$ cat config.mk
export PLATFORM = sky130hd
export DESIGN_NAME = prm_edge_mask_accum
export DESIGN_NICKNAME = d
export VERILOG_FILES = /design/src/rtl/prm_edge_mask_accum.sv
export SDC_FILE = /design/constraint.sdc
export NUM_CORES = 1
export LEC_CHECK = 0
export ABC_CLOCK_PERIOD_IN_PS = 6400
export CAP_MARGIN = 20
export CORE_UTILIZATION = 31
export DETAILED_ROUTE_END_ITERATION = 8
export PLACE_DENSITY = 0.6
export SYNTH_ARGS = -nofsm -noshare
export SYNTH_HDL_FRONTEND = slang
export SYNTH_SLANG_ARGS = --single-unit
$ cat constraint.sdc
create_clock -name clk -period 6.4 [get_ports clk]
set_clock_uncertainty 0.2 [all_clocks]
set_input_delay 0.96 -clock clk [delete_from_list [all_inputs] [get_ports clk]]
set_output_delay 0.96 -clock clk [all_outputs]
set_load 0.01 [all_outputs]
$ cat src/rtl/prm_edge_mask_accum.sv
// prm_edge_mask_accum
// Collects the per-edge obstacle mask over every obstacle voxel of a frame.
// The result is a blocked-edge bitmap for the PRM graph. The bitmap is then
// read out as WORD_W-bit words over a valid/ready port, and the blocked edges
// are counted as the words are accepted.
module prm_edge_mask_accum #(
   parameter int NUM_EDGES = 256,
   parameter int WORD_W    = 32,
   parameter int CNT_W     = 16,
   localparam int NUM_WORDS = (NUM_EDGES + WORD_W - 1) / WORD_W,
   localparam int IDX_W     = (NUM_WORDS > 1) ? $clog2(NUM_WORDS) : 1,
   localparam int BC_W      = $clog2(NUM_EDGES + 1)
) (
   input  logic                 clk,
   input  logic                 rst,
   input  logic                 start,
   input  logic                 vox_valid,
   input  logic                 vox_last,
   input  logic [NUM_EDGES-1:0] edge_mask_in,
   output logic                 busy,
   output logic                 rd_valid,
   input  logic                 rd_ready,
   output logic [WORD_W-1:0]    rd_data,
   output logic [IDX_W-1:0]     rd_index,
   output logic                 done,
   output logic [BC_W-1:0]      blocked_count,
   output logic [CNT_W-1:0]     vox_count,
   output logic                 err_overrun
);

   localparam int PAD_W = NUM_WORDS * WORD_W;

   typedef enum logic [1:0] {
      S_IDLE  = 2'd0,
      S_ACCUM = 2'd1,
      S_DRAIN = 2'd2,
      S_DONE  = 2'd3
   } state_t;

   state_t                state_reg;
   logic [NUM_EDGES-1:0]  bitmap_reg;
   logic                  busy_reg;
   logic                  rd_valid_reg;
   logic [WORD_W-1:0]     rd_data_reg;
   logic [IDX_W-1:0]      rd_index_reg;
   logic                  done_reg;
   logic [BC_W-1:0]       blocked_count_reg;
   logic [CNT_W-1:0]      vox_count_reg;
   logic                  err_overrun_reg;

   // Bits above NUM_EDGES are zero-padded so the last word reads 0 there.
   logic [PAD_W-1:0]      bitmap_pad;
   logic [PAD_W-1:0]      merged_pad;
   logic [WORD_W-1:0]     bitmap_words [NUM_WORDS];
   logic [IDX_W-1:0]      rd_index_next;
   logic                  last_word;
   logic                  vox_sat;
   logic [BC_W-1:0]       word_pop;

   assign bitmap_pad    = PAD_W'(bitmap_reg);
   assign merged_pad    = PAD_W'(bitmap_reg | edge_mask_in);
   assign rd_index_next = rd_index_reg + IDX_W'(1);
   assign last_word     = (rd_index_reg == IDX_W'(NUM_WORDS - 1));
   assign vox_sat       = &vox_count_reg;

   // Slice the padded bitmap into readout words.
   genvar gi;
   generate
      for (gi = 0; gi < NUM_WORDS; gi++) begin : g_words
         assign bitmap_words[gi] = bitmap_pad[gi*WORD_W +: WORD_W];
      end
   endgenerate

   function automatic logic [BC_W-1:0] popcount(input logic [WORD_W-1:0] w);
      logic [BC_W-1:0] c;
      c = '0;
      for (int i = 0; i < WORD_W; i++) begin
         c = c + BC_W'(w[i]);
      end
      return c;
   endfunction

   // Number of ones in the word currently presented on rd_data.
   always_comb begin
      word_pop = popcount(rd_data_reg);
   end

   // Frame control: accumulate, drain, then pulse done. Start restarts from any state.
   always_ff @(posedge clk) begin
      if (rst) begin
         state_reg         <= S_IDLE;
         bitmap_reg        <= '0;
         busy_reg          <= 1'b0;
         rd_valid_reg      <= 1'b0;
         rd_data_reg       <= '0;
         rd_index_reg      <= '0;
         done_reg          <= 1'b0;
         blocked_count_reg <= '0;
         vox_count_reg     <= '0;
         err_overrun_reg   <= 1'b0;
      end else begin
         done_reg <= 1'b0;
         if (start) begin
            // Abort whatever is in flight. A coincident voxel beat is dropped.
            state_reg         <= S_ACCUM;
            bitmap_reg        <= '0;
            busy_reg          <= 1'b1;
            rd_valid_reg      <= 1'b0;
            rd_data_reg       <= '0;
            rd_index_reg      <= '0;
            blocked_count_reg <= '0;
            vox_count_reg     <= '0;
            err_overrun_reg   <= 1'b0;
         end else begin
            if (vox_valid && (state_reg != S_ACCUM)) begin
               err_overrun_reg <= 1'b1;
            end
            case (state_reg)
               S_IDLE: begin
               end
               S_ACCUM: begin
                  if (vox_valid) begin
                     bitmap_reg <= bitmap_reg | edge_mask_in;
                     if (!vox_sat) begin
                        vox_count_reg <= vox_count_reg + CNT_W'(1);
                     end
                     if (vox_last) begin
                        // Word 0 must already include this final beat.
                        state_reg    <= S_DRAIN;
                        rd_valid_reg <= 1'b1;
                        rd_index_reg <= '0;
                        rd_data_reg  <= merged_pad[WORD_W-1:0];
                     end
                  end
               end
               S_DRAIN: begin
                  if (rd_valid_reg && rd_ready) begin
                     blocked_count_reg <= blocked_count_reg + word_pop;
                     if (last_word) begin
                        state_reg    <= S_DONE;
                        rd_valid_reg <= 1'b0;
                        busy_reg     <= 1'b0;
                        done_reg     <= 1'b1;
                     end else begin
                        rd_index_reg <= rd_index_next;
                        rd_data_reg  <= bitmap_words[rd_index_next];
                     end
                  end
               end
               S_DONE: begin
                  state_reg <= S_IDLE;
               end
               default: begin
                  state_reg <= S_IDLE;
               end
            endcase
         end
      end
   end

   assign busy          = busy_reg;
   assign rd_valid      = rd_valid_reg;
   assign rd_data       = rd_data_reg;
   assign rd_index      = rd_index_reg;
   assign done          = done_reg;
   assign blocked_count = blocked_count_reg;
   assign vox_count     = vox_count_reg;
   assign err_overrun   = err_overrun_reg;

endmodule

* Word level (Yosys, flattened, before mapping) *
Index checks and enable logic that the tools add are counted.

word-level totals
  register bits after elaboration = 322
  input bits = 262
  output and inout bits = 64
  logic and storage cells = 111

operators by class
  add/subtract/negate cells = 34
  order comparisons = 1
  equal/unequal tests = 14
  muxes and demuxes = 27
  bitwise logic cells = 5
  reductions and logical operators = 19

operator list
  kind                     number
  $or A256 B256 Y256       1
  $add A9 B1 Y9            23
  $mux W32                 6
  $bmux W32 S3             1
  $pmux W32 S2             1
  $reduce_and A5 Y1        4
  $add A16 B1 Y16 const B  1
  $reduce_and A16 Y1       1
  $mux W3                  4
  $ne A3 B3 Y1 const B     4
  $ne A2 B2 Y1 const B     5
  $add A8 B1 Y9            1
  $add A9 B9 Y9            1
  $add A7 B1 Y8            1
  $mux W1                  8
  $mux W2                  4
  $reduce_bool A2 Y1       4
  $add A6 B1 Y7            1
  $add A5 B1 Y6            1
  $pmux W2 S3              1
  $pmux W3 S2              1
  $reduce_and A3 Y1        2
  $add A4 B1 Y5            1
  $add A3 B1 Y4            1
  other kinds (17)         22

* Logic depth before layout (Yosys ltp) *
  depth after elaboration = 32
  gate-level depth with buffers = 16
  depth with buffers taken out = 16

* Least setup slack after synthesis *
OpenSTA, ideal clock, no wires.

  path kind = reg2reg
  start point = reg rd_data_reg[23] (netlist: rd_data[23])
  end point = reg blocked_count_reg[8] (netlist: blocked_count[8])
  library setup time = 0.072 ns
  data arrival time = 4.974 ns
  required time = 6.128 ns
  path slack = 1.155 ns
  stages on the path, launching flop included = 15
  buffers on the path = 0
  period minus slack after synthesis = 5.245 ns
  cell sequence = dfxtp_1 inv_1 fa_1 fa_1 fa_1 fa_1 fa_1 fa_1 fa_1 fa_1 nand2b_1 a21oi_1 nor3_1 a211oi_1 mux2i_1

on the way
  word-level cells in the longest chain between the ends = 10

ends and longest elaborated chain
  what                        line  RTL
  start: declaration          44    logic [WORD_W-1:0] rd_data_reg;
  start signal: assignment    132   rd_data_reg <= merged_pad[WORD_W-1:0];
  start signal: assignment    146   rd_data_reg <= bitmap_words[rd_index_next];
  $add A9 B1 Y9 (9 in a row)  78    c = c + BC_W'(w[i]);
  $add A9 B9 Y9               138   blocked_count_reg <= blocked_count_reg + word_pop;
  end signal: assignment      138
  end: declaration            47    logic [BC_W-1:0] blocked_count_reg;

No other way between the ends.
A chain may end at the register's enable or synchronous reset.

* Final worst setup path *
  start point = reg rd_data_reg[5] (netlist: rd_data[5])
  end point = reg blocked_count_reg[8] (netlist: blocked_count[8])

on the way
  word-level cells in the longest chain between the ends = 28

ends and longest elaborated chain
  what                         line
  $add A5 B1 Y6                78
  $add A6 B1 Y7                78
  $add A7 B1 Y8                78
  $add A8 B1 Y9                78
  $add A9 B1 Y9 (23 in a row)  78
  $add A9 B9 Y9                138

No other way between the ends.

==> results.txt <==
- The run finished with clean final reports.
- Resize count post-CTS: 0
- Source of the critical timing path: rd_data[5]
* Number of setup violations in the final report: 0
- Clock tree root buffer cell: sky130_fd_sc_hd__clkbuf_16
* Post-DR vias/cell: 5.064
- Number of nets in the final layout: roughly 1,900
* Initial antenna violation count: 8
* Crit path capture: blocked_count[8]
- Average footprint of a synthesized cell: 9.767 um^2
- After clock tree synthesis, the clock-pin slew on the worst setup and hold paths is 50 ps.
* Fin crit period: 5566 ps
* First-pass GRT wire length: 65.73 mm
- The path class of the tightest hold or removal check is reg2reg.
- Maximum fanout along the worst path: 3
- Post-route standard cell area excluding fillers: around 18,000 um^2
* Met2 Usage GRT: 31.31%
* HPWL reported at the end of detailed placement: 29.85 mm
- Worst hold slack after final layout: 260.5 ps
- For this run, global-route usage on met3 was measured as 5.080%.
* Internal power of the cells: 3.553 mW
- The cell count after synthesis came out at 1,358.
- The final number of max-transition violations is 0.
- The die covers 43,620 um^2.
* Worst IR drop on VDD: 202.3 uV
* Core area: 42,040 um^2
- Area occupied by registers: 6450 um^2
- Critical Path Source Type: register
- Setup slack on the critical path of the routed design comes to 834.3 ps.
- Maximum frequency from static timing analysis: 179.7 MHz
- After synthesis the netlist holds a flip-flop and latch count of 322.
* NetSw: 1.034 mW
* Comb pwr share: 7.9%
* Aggregate routed wire length: 42.61 mm
- Prior to clock tree synthesis, the placed netlist has a worst setup slack of a little under 900 ps.
* Detail-routed net length per standard cell: between 15 and 20 um
- Summing all multi-input logic gate instances after layout gives 6336 um^2.
- Aggregate global routing overflow: 0
- Areal power density over the cells: 252.3 nW/um^2
- Number of clock sinks seen by CTS: around 320
- Total Power Consumption: 4.586 mW
* Number of synthesized flops with an enable pin: 0
- Post-synthesis net count: 1,664
- Largest net degree at the start of global routing: approximately 220
- Max-capacitance violation count: 0
- Length in cells of the worst reg-to-reg path: 14
* Post-placement cell area: ~17,000 um^2
* Share of cells above drive strength 1: 8.806%
* Register-to-register path setup slack: 830 ps
- In this run switching power makes up between 20 and 25% of total power.
* Tightest Pin Transition: between 1000 and 1500 ps
- Cells fill between 40 and 50% of the core in the end.
- STA classifies the critical path endpoint as a register.
* Max reg flops: 256
- The final hold violation count is 0.
- Pre-antenna DRT Iters: 5
- The layout has 4,132 filler cells.
- In this run the cell area of the synthesized design comes to around 13,000 um^2.
* Number of global-route vias before repair: ~11,000
- The clock reaches the later pin of the worst-skew pair after 540 ps.
- Type of the worst setup path: reg2reg
* DRC violation count after routing: 0
- Final cell count without fillers: approximately 2,200
- Met1 routing resource usage after global routing: 25.25%
* Hold-fix buffers, CTS: 0
- The final critical path takes up between 80% and 90% of the cycle.
- For the final routed database, the setup TNS stands at 0 ps.
- Relative contribution of sequential cells to total power: roughly 45%
* Count of yosys warnings during synthesis: 0
- Static power due to leakage: 6.072 nW
- Routability-driven placement finished with a final weighted congestion of 0.8328.
* Slew Limit Headroom: 29.12%
- In this run the core area contains 75 standard-cell rows.
* Number of H-tree branching levels: 2
- For this run, the leading register cell type out of synthesis is sky130_fd_sc_hd__dfxtp_1.
- TritonCTS created 38 clock buffers.
* Cell variety after synth: 43
* Placed Instances: around 2,100
- Asr flop ratio synth: 0%
- Port buffering added 325 buffers.
* IO Count: between 300 and 400
- Measured along the x axis, the die boundary spans between 200 and 250 um.
- Growth of design area from synthesis to finish: 37.02%
- Crit Reg-Reg Endpoint: blocked_count[8]
- Worst endpoint required time: 6660 ps
* Relative contribution of the clock network to total power: 47.2%
* CTS tree: yes
- Starting density of the core: 31.55%
* Post-CTS setup buffer count: 0
- The clock passes through at most 3 buffers.
- Initial detailed-routing violation count: about 760
- The routed layout has 11,152 vias.
- In this run the critical register-to-register path is launched from rd_data[5].
- At the worst endpoint, the arrival time is 5830 ps.
* Most used routing layer in global routing: met2
- Setup repair after global routing left no endpoint under its margin.
- Height of the die: between 200 and 250 um
* Post-route ant nets: 0
- Share of synthesized area occupied by flip-flops and latches: approximately 49%
- Global routing consumed, over all layers together, 19.59% of the routing resources.
## synth_stat cells, drive strengths merged, types with 26 or more instances
cell type / instances / area share [%]
dfxtp: 322 / 49
nor2: 293 / 8.3
a21oi: 273 / 10
clkbuf: 67 / 1.9
mux4: 64 / 11
o211ai: 63 / 3.6
nand3: 38 / 1.4
inv: 36 / 1.0
mux2i: 33 / 2.5
buf: 29 / 1.1
fa: 26 / 3.9
## final cells by class
class                      instances  area share (%)
antenna                            5         0.06884
clock buffer                      55           6.251
clock inverter                    10          0.5920
inverter                          36          0.7435
multi-input combinational        904           34.86
sequential                       322           35.49
tap                              539           3.711
timing repair buffer             331           18.28
## placed cells by master (no fill, tap or decap), types with 10 or more instances in the layout
master	Yosys	routed
sky130_fd_sc_hd__mux2i_1	33	33
sky130_fd_sc_hd__nor2_1	293	291
sky130_fd_sc_hd__ha_1	18	16
sky130_fd_sc_hd__mux4_2	64	64
sky130_fd_sc_hd__nand3_1	38	37
sky130_fd_sc_hd__clkbuf_16	0	39
sky130_fd_sc_hd__xnor2_1	12	12
sky130_fd_sc_hd__dfxtp_1	322	321
sky130_fd_sc_hd__inv_1	36	36
sky130_fd_sc_hd__clkbuf_8	0	10
sky130_fd_sc_hd__nand2_1	18	17
sky130_fd_sc_hd__o211ai_1	63	63
sky130_fd_sc_hd__a21oi_1	273	273
sky130_fd_sc_hd__fa_1	26	26
sky130_fd_sc_hd__clkdlybuf4s50_1	0	325
## how the worst min path moves through the flow
stage / start / to / slack (ps) / cells after the start
after detailed placement: bitmap_pad[195] / bitmap_pad[195] / 250 / 2
after global placement: bitmap_pad[78] / bitmap_pad[78] / 240 / 2
final: bitmap_pad[74] / bitmap_pad[74] / 260 / 2
after CTS: bitmap_pad[195] / bitmap_pad[195] / 260 / 2
after global routing: bitmap_pad[163] / bitmap_pad[163] / 280 / 2
after floorplan: bitmap_pad[134] / bitmap_pad[134] / 230 / 2
## routing by layer
metal,routed length (um),vias to the layer above
met5,41,-
met3,2957,71
met2,19790,307
li1,-,5336
met4,1248,6
met1,18570,5432
## worst max-delay path, cell delays in order (launching register included)
cell,delay [ps]
sky130_fd_sc_hd__dfxtp_1,340
sky130_fd_sc_hd__fa_1,540
sky130_fd_sc_hd__inv_1,60
sky130_fd_sc_hd__fa_1,550
sky130_fd_sc_hd__fa_1,440
sky130_fd_sc_hd__fa_1,460
sky130_fd_sc_hd__fa_1,530
sky130_fd_sc_hd__fa_1,450
sky130_fd_sc_hd__fa_1,450
sky130_fd_sc_hd__fa_1,490
sky130_fd_sc_hd__nand2b_1,190
sky130_fd_sc_hd__a21oi_1,260
sky130_fd_sc_hd__nor3_1,80
sky130_fd_sc_hd__a211oi_1,230
sky130_fd_sc_hd__mux2i_1,220
## power groups by stage
stage	clock network, mW	registers [mW]	logic [mW]
final	2.17	2.06	0.363
after global routing	2.32	2.06	0.392
after CTS	2.24	2.06	0.366
after detailed placement	0	2.10	0.363
after global placement	0	2.10	0.358
after floorplan	0	2.10	0.144
## cell families (layout without fill, tap and decap cells)
family	count (synthesis)	after routing	share of synthesized area [%]
multiplexers	97	97	13.36
flip-flops	322	322	48.60
adder cells (fa/ha/maj)	44	44	5.622
AO/OA/AOI/OAI	359	359	15.00
buffers and inverters	132	432	3.971
other	0	5	0
XOR/XNOR	15	15	0.9905
AND/OR/NAND/NOR	389	389	12.46
(Power assumes the default switching activity.)
